`config.mk`:
```
export PLATFORM = sky130hd
export DESIGN_NAME = dmem_arbiter
export DESIGN_NICKNAME = d
export VERILOG_FILES = /design/src/rtl/dmem_arbiter.sv
export SDC_FILE = /design/constraint.sdc
export NUM_CORES = 1
export LEC_CHECK = 0
export CORE_AREA = 5 5 113 115
export DETAILED_ROUTE_END_ITERATION = 16
export DIE_AREA = 0 0 118 120
export PLACE_DENSITY = 0.78
export SLEW_MARGIN = 20
export SYNTH_ARGS = -nofsm -noshare
export SYNTH_HDL_FRONTEND = slang
export SYNTH_HIERARCHICAL = 1
export SYNTH_SLANG_ARGS = --single-unit
```
`constraint.sdc`:
```
create_clock -name clk -period 2.52 [get_ports clk]
set_input_delay 0.63 -clock clk [delete_from_list [all_inputs] [get_ports clk]]
set_output_delay 0.63 -clock clk [all_outputs]
set_load 0.02 [all_outputs]
```
`src/rtl/dmem_arbiter.sv`:
```
// dmem_arbiter: shares the single-port data_mem between the CPU MEM stage
// (c_* port) and the program/data loader (l_* port).
//
// Ports
//   clk, rst_n                  clock, async active-low reset
//   c_req/c_we/c_addr/c_wdata   CPU request fields
//   c_gnt/c_rvalid/c_rdata      CPU grant and read return
//   cpu_stall                   c_req & ~c_gnt, pipeline hold
//   l_req/l_we/l_addr/l_wdata   loader request fields
//   l_lock                      loader asks to keep the memory (burst)
//   l_gnt/l_rvalid/l_rdata      loader grant and read return
//   mem_r/mem_w/mem_addr/mem_wdata/mem_rdata   data_mem pins
//
// The CPU has priority. wait_cnt counts consecutive denied loader cycles;
// when it reaches MAX_WAIT the loader wins once. A loader grant with l_lock
// enters LOCK, where only the loader is served until it drops l_req or
// l_lock. Grants are combinational; the read owner is registered so the
// 1-cycle data_mem read data is steered to the right port.

module dmem_arb_ret #(
  parameter logic OWN_ID = 1'b0
) (
  input  logic        rd_pend,
  input  logic        rd_own,
  input  logic [31:0] mem_rdata,
  output logic        rvalid,
  output logic [31:0] rdata
);
  // One return path per port; data is zeroed unless this port owns the read.
  assign rvalid = rd_pend & (rd_own == OWN_ID);
  assign rdata  = rvalid ? mem_rdata : 32'd0;
endmodule

module dmem_arbiter #(
  parameter int MAX_WAIT = 4
) (
  input  logic        clk,
  input  logic        rst_n,
  input  logic        c_req,
  input  logic        c_we,
  input  logic [31:0] c_addr,
  input  logic [31:0] c_wdata,
  output logic        c_gnt,
  output logic        c_rvalid,
  output logic [31:0] c_rdata,
  output logic        cpu_stall,
  input  logic        l_req,
  input  logic        l_we,
  input  logic [31:0] l_addr,
  input  logic [31:0] l_wdata,
  input  logic        l_lock,
  output logic        l_gnt,
  output logic        l_rvalid,
  output logic [31:0] l_rdata,
  output logic        mem_r,
  output logic        mem_w,
  output logic [31:0] mem_addr,
  output logic [31:0] mem_wdata,
  input  logic [31:0] mem_rdata
);
  localparam int NUM_PORTS = 2;   // index 0 = CPU, 1 = loader
  localparam logic [3:0] WAIT_LIM = 4'(MAX_WAIT);

  typedef enum logic {ARB = 1'b0, LOCK = 1'b1} state_t;

  state_t     state;
  logic [3:0] wait_cnt;
  logic       rd_pend;
  logic       rd_own;

  logic [NUM_PORTS-1:0]       rvalid_v;
  logic [NUM_PORTS-1:0][31:0] rdata_v;

  // Grants. Gated by rst_n so an asserted reset kills the memory strobes
  // immediately, not at the next edge.
  always_comb begin
    l_gnt = 1'b0;
    c_gnt = 1'b0;
    if (rst_n) begin
      if (state == LOCK) begin
        l_gnt = l_req;
      end else begin
        l_gnt = l_req & (~c_req | (wait_cnt == WAIT_LIM));
        c_gnt = c_req & ~l_gnt;
      end
    end
  end

  assign cpu_stall = c_req & ~c_gnt;

  // Winner's fields to data_mem; grants are one-hot so r/w never collide.
  always_comb begin
    mem_r     = 1'b0;
    mem_w     = 1'b0;
    mem_addr  = 32'd0;
    mem_wdata = 32'd0;
    if (l_gnt) begin
      mem_r     = ~l_we;
      mem_w     = l_we;
      mem_addr  = l_addr;
      mem_wdata = l_wdata;
    end else if (c_gnt) begin
      mem_r     = ~c_we;
      mem_w     = c_we;
      mem_addr  = c_addr;
      mem_wdata = c_wdata;
    end
  end

  always_ff @(posedge clk or negedge rst_n) begin
    if (!rst_n) begin
      state    <= ARB;
      wait_cnt <= 4'd0;
      rd_pend  <= 1'b0;
      rd_own   <= 1'b0;
    end else begin
      rd_pend <= mem_r;
      rd_own  <= l_gnt;
      case (state)
        ARB: begin
          if (l_gnt && l_lock) state <= LOCK;
          if (l_gnt || !l_req)
            wait_cnt <= 4'd0;
          else if (wait_cnt != WAIT_LIM)
            wait_cnt <= wait_cnt + 4'd1;
        end
        LOCK: begin
          wait_cnt <= 4'd0;
          // A beat with l_lock low is the last one of the burst.
          if (!l_req || !l_lock) state <= ARB;
        end
        default: state <= ARB;
      endcase
    end
  end

  // Per-port read return paths.
  for (genvar g = 0; g < NUM_PORTS; g++) begin : g_ret
    dmem_arb_ret #(.OWN_ID(1'(g))) u_ret (
      .rd_pend   (rd_pend),
      .rd_own    (rd_own),
      .mem_rdata (mem_rdata),
      .rvalid    (rvalid_v[g]),
      .rdata     (rdata_v[g])
    );
  end

  assign c_rvalid = rvalid_v[0];
  assign c_rdata  = rdata_v[0];
  assign l_rvalid = rvalid_v[1];
  assign l_rdata  = rdata_v[1];

endmodule

```
# [Yosys cells after proc, flatten, opt, wreduce, memory -nomap -nowiden]
# Cells that the tools add are included.
[classes] reduce_logical=5 muxes=20 n_addsub=1 bitwise=13 n_eq_ne=3
[op_table] cell="32-bit two-way mux" count=6
[op_table] cell="1-bit two-way mux" count=10
[op_table] cell="4-bit two-way mux" count=2
[op_table] cell="4-bit one-hot mux with 2 select lines" count=1
[op_table] cell="1-bit NOT" count=7
[op_table] cell="1-bit bitwise AND" count=5
[op_table] cell="4-bit by 1-bit adder with 4-bit output (second input constant)" count=1
[op_table] cell="4-bit by 3-bit equality test with 1-bit output (second input constant)" count=1
[op_table] cell="4-bit by 3-bit != test with 1-bit output (second input constant)" count=1
[op_table] cell="3-bit != test (second input constant)" count=1
[op_table] cell="1-bit logical NOT" count=2
[op_table] cell="1-bit logical OR" count=2
[op_table] cell="1-bit one-hot mux with 2 select lines" count=1
[op_table] cell="1-bit logical AND" count=1
[op_table] cell="1-bit OR" count=1
[word_totals] ff_bits=7 out_inout_bits=135 elab_cells=46

# [Logic depth before layout (Yosys ltp)]
[depth] ltp_word=9 depth_mapped=7 depth_no_buf=5

# [Modules after synthesis]
# The synthesis kept the hierarchy.
[by_module_without_submodules] module="dmem_arbiter" area_per_inst_um2=1721.7 cells_each=266 n_inst=1
[by_module_without_submodules] module="dmem_arb_ret at g_ret[0].u_ret" area_per_inst_um2=339.1 cells_each=39 n_inst=1
[by_module_without_submodules] module="dmem_arb_ret at g_ret[1].u_ret" area_per_inst_um2=265.3 cells_each=39 n_inst=1

# [Least setup slack after synthesis]
# Ideal clock, no wire load.
[synth_path] path_kind="input -> output" from="in c_req" to="out mem_r" path_buffers=1 setup_slack_ps=249 stages=4 arrival_time_ps=1641 t_required_ps=1890 path_cell_list="and2b_1 nand2_1 buf_4 o32ai_1"
[synth_between] elab_chain_len=9 word_cells_on_any_way=11
[synth_rtl] item="start: declaration" line="39" text="input logic c_req,"
[synth_rtl] item="1-bit NOT" line="83" text="l_gnt = l_req & (~c_req | (wait_cnt == WAIT_LIM));"
[synth_rtl] item="1-bit OR" line="83"
[synth_rtl] item="1-bit bitwise AND" line="83"
[synth_rtl] item="1-bit NOT" line="84" text="c_gnt = c_req & ~l_gnt;"
[synth_rtl] item="1-bit bitwise AND" line="84"
[synth_rtl] item="1-bit two-way mux" line="80" text="if (state == LOCK) begin"
[synth_rtl] item="1-bit two-way mux" line="79" text="if (rst_n) begin"
[synth_rtl] item="1-bit two-way mux" line="102" text="end else if (c_gnt) begin"
[synth_rtl] item="1-bit two-way mux *" line="97" text="if (l_gnt) begin"
[synth_rtl] item="end: declaration" line="55" text="output logic mem_r,"
# Mark *: on every way between the ends. The rest lies on a longest branch, timed or not.

# [Final worst setup path]
[layout_path] from="reg wait_cnt[0]" to="out mem_wdata[30]"
[layout_between] elab_chain_len=9 word_cells_on_any_way=11
[layout_rtl] item="start: declaration" line="67" text="logic [3:0] wait_cnt;"
[layout_rtl] item="start signal: assignment" line="125" text="wait_cnt <= wait_cnt + 4'd1;"
[layout_rtl] item="4-bit by 3-bit equality test with 1-bit output *" line="83"
[layout_rtl] item="1-bit OR *" line="83"
[layout_rtl] item="1-bit bitwise AND *" line="83"
[layout_rtl] item="1-bit NOT" line="84"
[layout_rtl] item="1-bit bitwise AND" line="84"
[layout_rtl] item="1-bit two-way mux" line="80"
[layout_rtl] item="1-bit two-way mux" line="79"
[layout_rtl] item="32-bit two-way mux" line="102"
[layout_rtl] item="32-bit two-way mux *" line="97"
[layout_rtl] item="end: declaration" line="58" text="output logic [31:0] mem_wdata,"
# Marks and branches as above.

==> run_results.csv <==
group,metric,value,unit
outcome,outcome,"finished, violations left",
outcome,violations,"negative setup slack",
worst_setup_path,path_class,"register to primary output",
power_and_ir_drop,power_density,249,nW/µm²
grt,grt_overflow,0,
timing,hold_viol,0,
route,wl_per_cell,18.4,µm
timing,fin_crit,2.53,ns
grt,grtUsageTotal,18.7,%
power_and_ir_drop,clockPowerShare,16.1,%
timing,final_max_slew_viol_count,0,
synth,synth_top_cell_by_area,"nand2_1",
synth,ys_seq_elements,7,
worst_hold_path,min_path_type,"primary input to async pin",
grt,grt_pass1_wl,21.9,mm
floorplan,num_rows,40,
timing,fin_crit_sh,101,%
clocking,cts_tree,"built",
worst_setup_path,rr_worst_depth,8,
layout,drive_gt1_share,37.8,%
synth,synth.area.top_cells,"nand2_1 (22%), o22ai_2 (22%), and3b_2 (7.7%)",
worst_setup_path,cp-end-kind,"primary output",
synth,synth_top_area_share,21.6,%
timing,worst_slew_pin_slew,0.258,ns
worst_setup_path,cp.required,1.89,ns
layout,register_area,175,µm²
timing,slew_headroom,82.6,%
power_and_ir_drop,p_int,1.05,mW
clocking,cts.sinks,7,
grt,grt_max_degree,67,
synth,synth_enable_flop_cells,0,
floorplan,die_x,118,µm
clocking,postCtsHoldBufs,0,
synth,ys_types,38,
synth,synth-main-ff-cell,"dfrtp_1",
layout,stdcell_count,830,
worst_setup_path,crit_fanout,7,
layout,nFillCells,978,
timing,grt_setup_unrepaired,"true",
floorplan,ioPinCount,302,
synth,syn_avg_cell_area,6.76,µm²
flow_run,max_cap_viol_count,0,
synth,synth-seq-area-share,7.53,%
timing,finalClockSkew,0.000548,ns
clocking,clkTransAtPathRegs,0.04,ns
route,drt_iter0_markers,231,
floorplan,fp.dieH,120,µm
power_and_ir_drop,p_seq_share,7.4,%
worst_setup_path,start_kind,"register",
worst_setup_path,r2r_end,"wait_cnt[0]",
layout,diodes,0,
power_and_ir_drop,power_leakage,3.57,nW
place,place_inst,802,
power_and_ir_drop,power,1.69,mW
layout,area_growth,193,%
place,place_congestion,0.963,
worst_setup_path,timing.rr.start,"wait_cnt[0]",
floorplan,core,11700,µm²
route,routed_wl,15.3,mm
worst_setup_path,worstPathArrival,1.90,ns
clocking,cts_buffer_depth,2,
power_and_ir_drop,p_comb_share,76.5,%
synth,synth_area,2330,µm²
place,io_buffers,301,
power_and_ir_drop,power_switching,0.649,mW
route,drc,0,
timing,finalSetupViolations,12,
worst_setup_path,r2r_slack,0.75,ns
timing,fmax,395,MHz
clocking,htree_num_levels,1,
power_and_ir_drop,switching_share,38.3,%
synth,yosysWarnings,6,
grt,grt_pass1_vias,4230,
clocking,root_buffer,"clkbuf_16",
synth,synthArstFlopShare,100,%
route,firstDrtPassIters,5,
power_and_ir_drop,ir_worst_vdd,173,µV
place,hpwl,11.7,mm
timing,setup_slack,-0.0129,ns
clocking,clk_latency,0.23,ns
layout,multiInputGateArea,2370,µm²
route,via_count,3989,
layout,nets,853,
route,ant_nets,0,
timing,setup-tns-final,-0.0870,ns
synth,synth_cells,344,
clocking,numCtsBuffers,3,
worst_setup_path,crit_path_start,"wait_cnt[0]",
route,routed_via_density,4.81,
floorplan,die_area,14200,µm²
grt,antenna_found_initial,0,
synth,syn_nets,513,
floorplan,start_util,19.9,%
-- sequential cells by signal, indices dropped and copies added, names as in the netlist --
name and count:
rd_own 1, wait_cnt 4, rd_pend 1, state 1
-- metrics by stage --
step                      hold WS (ns)  setup slack (ns)  area (µm²)  utilization, %
after floorplan                  0.334             0.249        2330               -
after global placement           0.555            -0.600        5790            49.4
after detailed placement         0.593            -0.638        5790            49.4
after CTS                        0.557            -0.195        6360            54.3
after global routing             0.572           -0.0876        6810            58.2
final                            0.550           -0.0129        6810            58.2
-- logic make-up (layout without fill, tap and decap cells) --
logic type,after synthesis,count (layout),share of synthesized area [%]
XOR/XNOR,1,1,0.377
multiplexers,1,1,0.430
adder cells (fa/ha/maj),2,2,1.08
buffers and inverters,44,383,10.3
AO/OA/AOI/OAI,75,75,31.5
AND/OR/NAND/NOR,214,214,48.7
flip-flops,7,7,7.53
-- cells in the mapped netlist (2+ instances only) --
library cell and count:
and3_1 9, and3_2 23, and3b_1 15, and3b_2 18
buf_2 15, buf_4 3, buf_6 5, clkbuf_1 13
clkbuf_2 3, dfrtp_1 7, ha_1 2, inv_1 3
nand2_1 134, nand2b_1 3, nand3_1 4, nor2_1 2
o22ai_1 25, o22ai_2 40
-- area by class of cell --
type / instances / share of cell area (%)
clock buffers: 4 / 1.16
repair buffers: 376 / 58.7
inverters: 3 / 0.165
multi-input cells: 293 / 34.7
well taps: 147 / 2.70
flip-flops and latches: 7 / 2.57
-- timing repair --
item	CTS	global route
resized for setup	422	111
hold endpoints to repair	0	0
endpoints found under the setup margin	87	105
pin swaps	28	20
gates cloned	4	4
buffers inserted	17	7
-- layer usage --
layer  vias to the layer above  wire length, µm  global-route usage, %
met3                        27             1380                   4.81
met4                         0              414                   5.66
li1                       1904                -                      -
met2                       232             8010                   35.4
met5                         -                0                      0
met1                      1826             5490                   20.3
-- power by group through the flow --
stage / registers, mW / clock network (mW) / logic, mW
3_3_place_gp: 0.125 / 0 / 1.04
3_5_place_dp: 0.126 / 0 / 1.05
5_1_grt: 0.126 / 0.283 / 1.37
6_report: 0.126 / 0.273 / 1.30
2_1_floorplan: 0.129 / 0 / 0.436
4_1_cts: 0.125 / 0.272 / 1.19
-- worst max path at each step --
stage / endpoint / slack (ns) / depth (start not counted)
final: mem_wdata[30] / -0.01 / 9
after global placement: mem_wdata[26] / -0.60 / 7
after floorplan: mem_r / 0.25 / 4
after global routing: mem_wdata[8] / -0.09 / 9
after detailed placement: mem_wdata[30] / -0.64 / 7
after CTS: mem_addr[21] / -0.19 / 11
-- critical path, cell delays in order, from the launching register on --
cell and delay [ns]:
dfrtp_1 0.38, inv_2 0.09, ha_4 0.14, buf_6 0.09, nand4b_1 0.20, nand2_4 0.19
buf_12 0.17, buf_4 0.18, o22ai_4 0.09, buf_6 0.14
-- layout by cell type (no fill, tap or decap), types with 9 or more instances in the layout --
| master | netlist | layout |
|---|---|---|
| and3_1 | 9 | 9 |
| buf_4 | 3 | 51 |
| dlygate4sd2_1 | 0 | 20 |
| and3b_2 | 18 | 19 |
| clkdlybuf4s50_1 | 0 | 174 |
| o22ai_2 | 40 | 26 |
| buf_12 | 0 | 10 |
| o22ai_4 | 0 | 36 |
| buf_6 | 5 | 67 |
| and3_2 | 23 | 23 |
| and3b_1 | 15 | 14 |
| nand2_1 | 134 | 133 |
| dlymetal6s2s_1 | 0 | 36 |
Power figures use the tool's default switching activity.
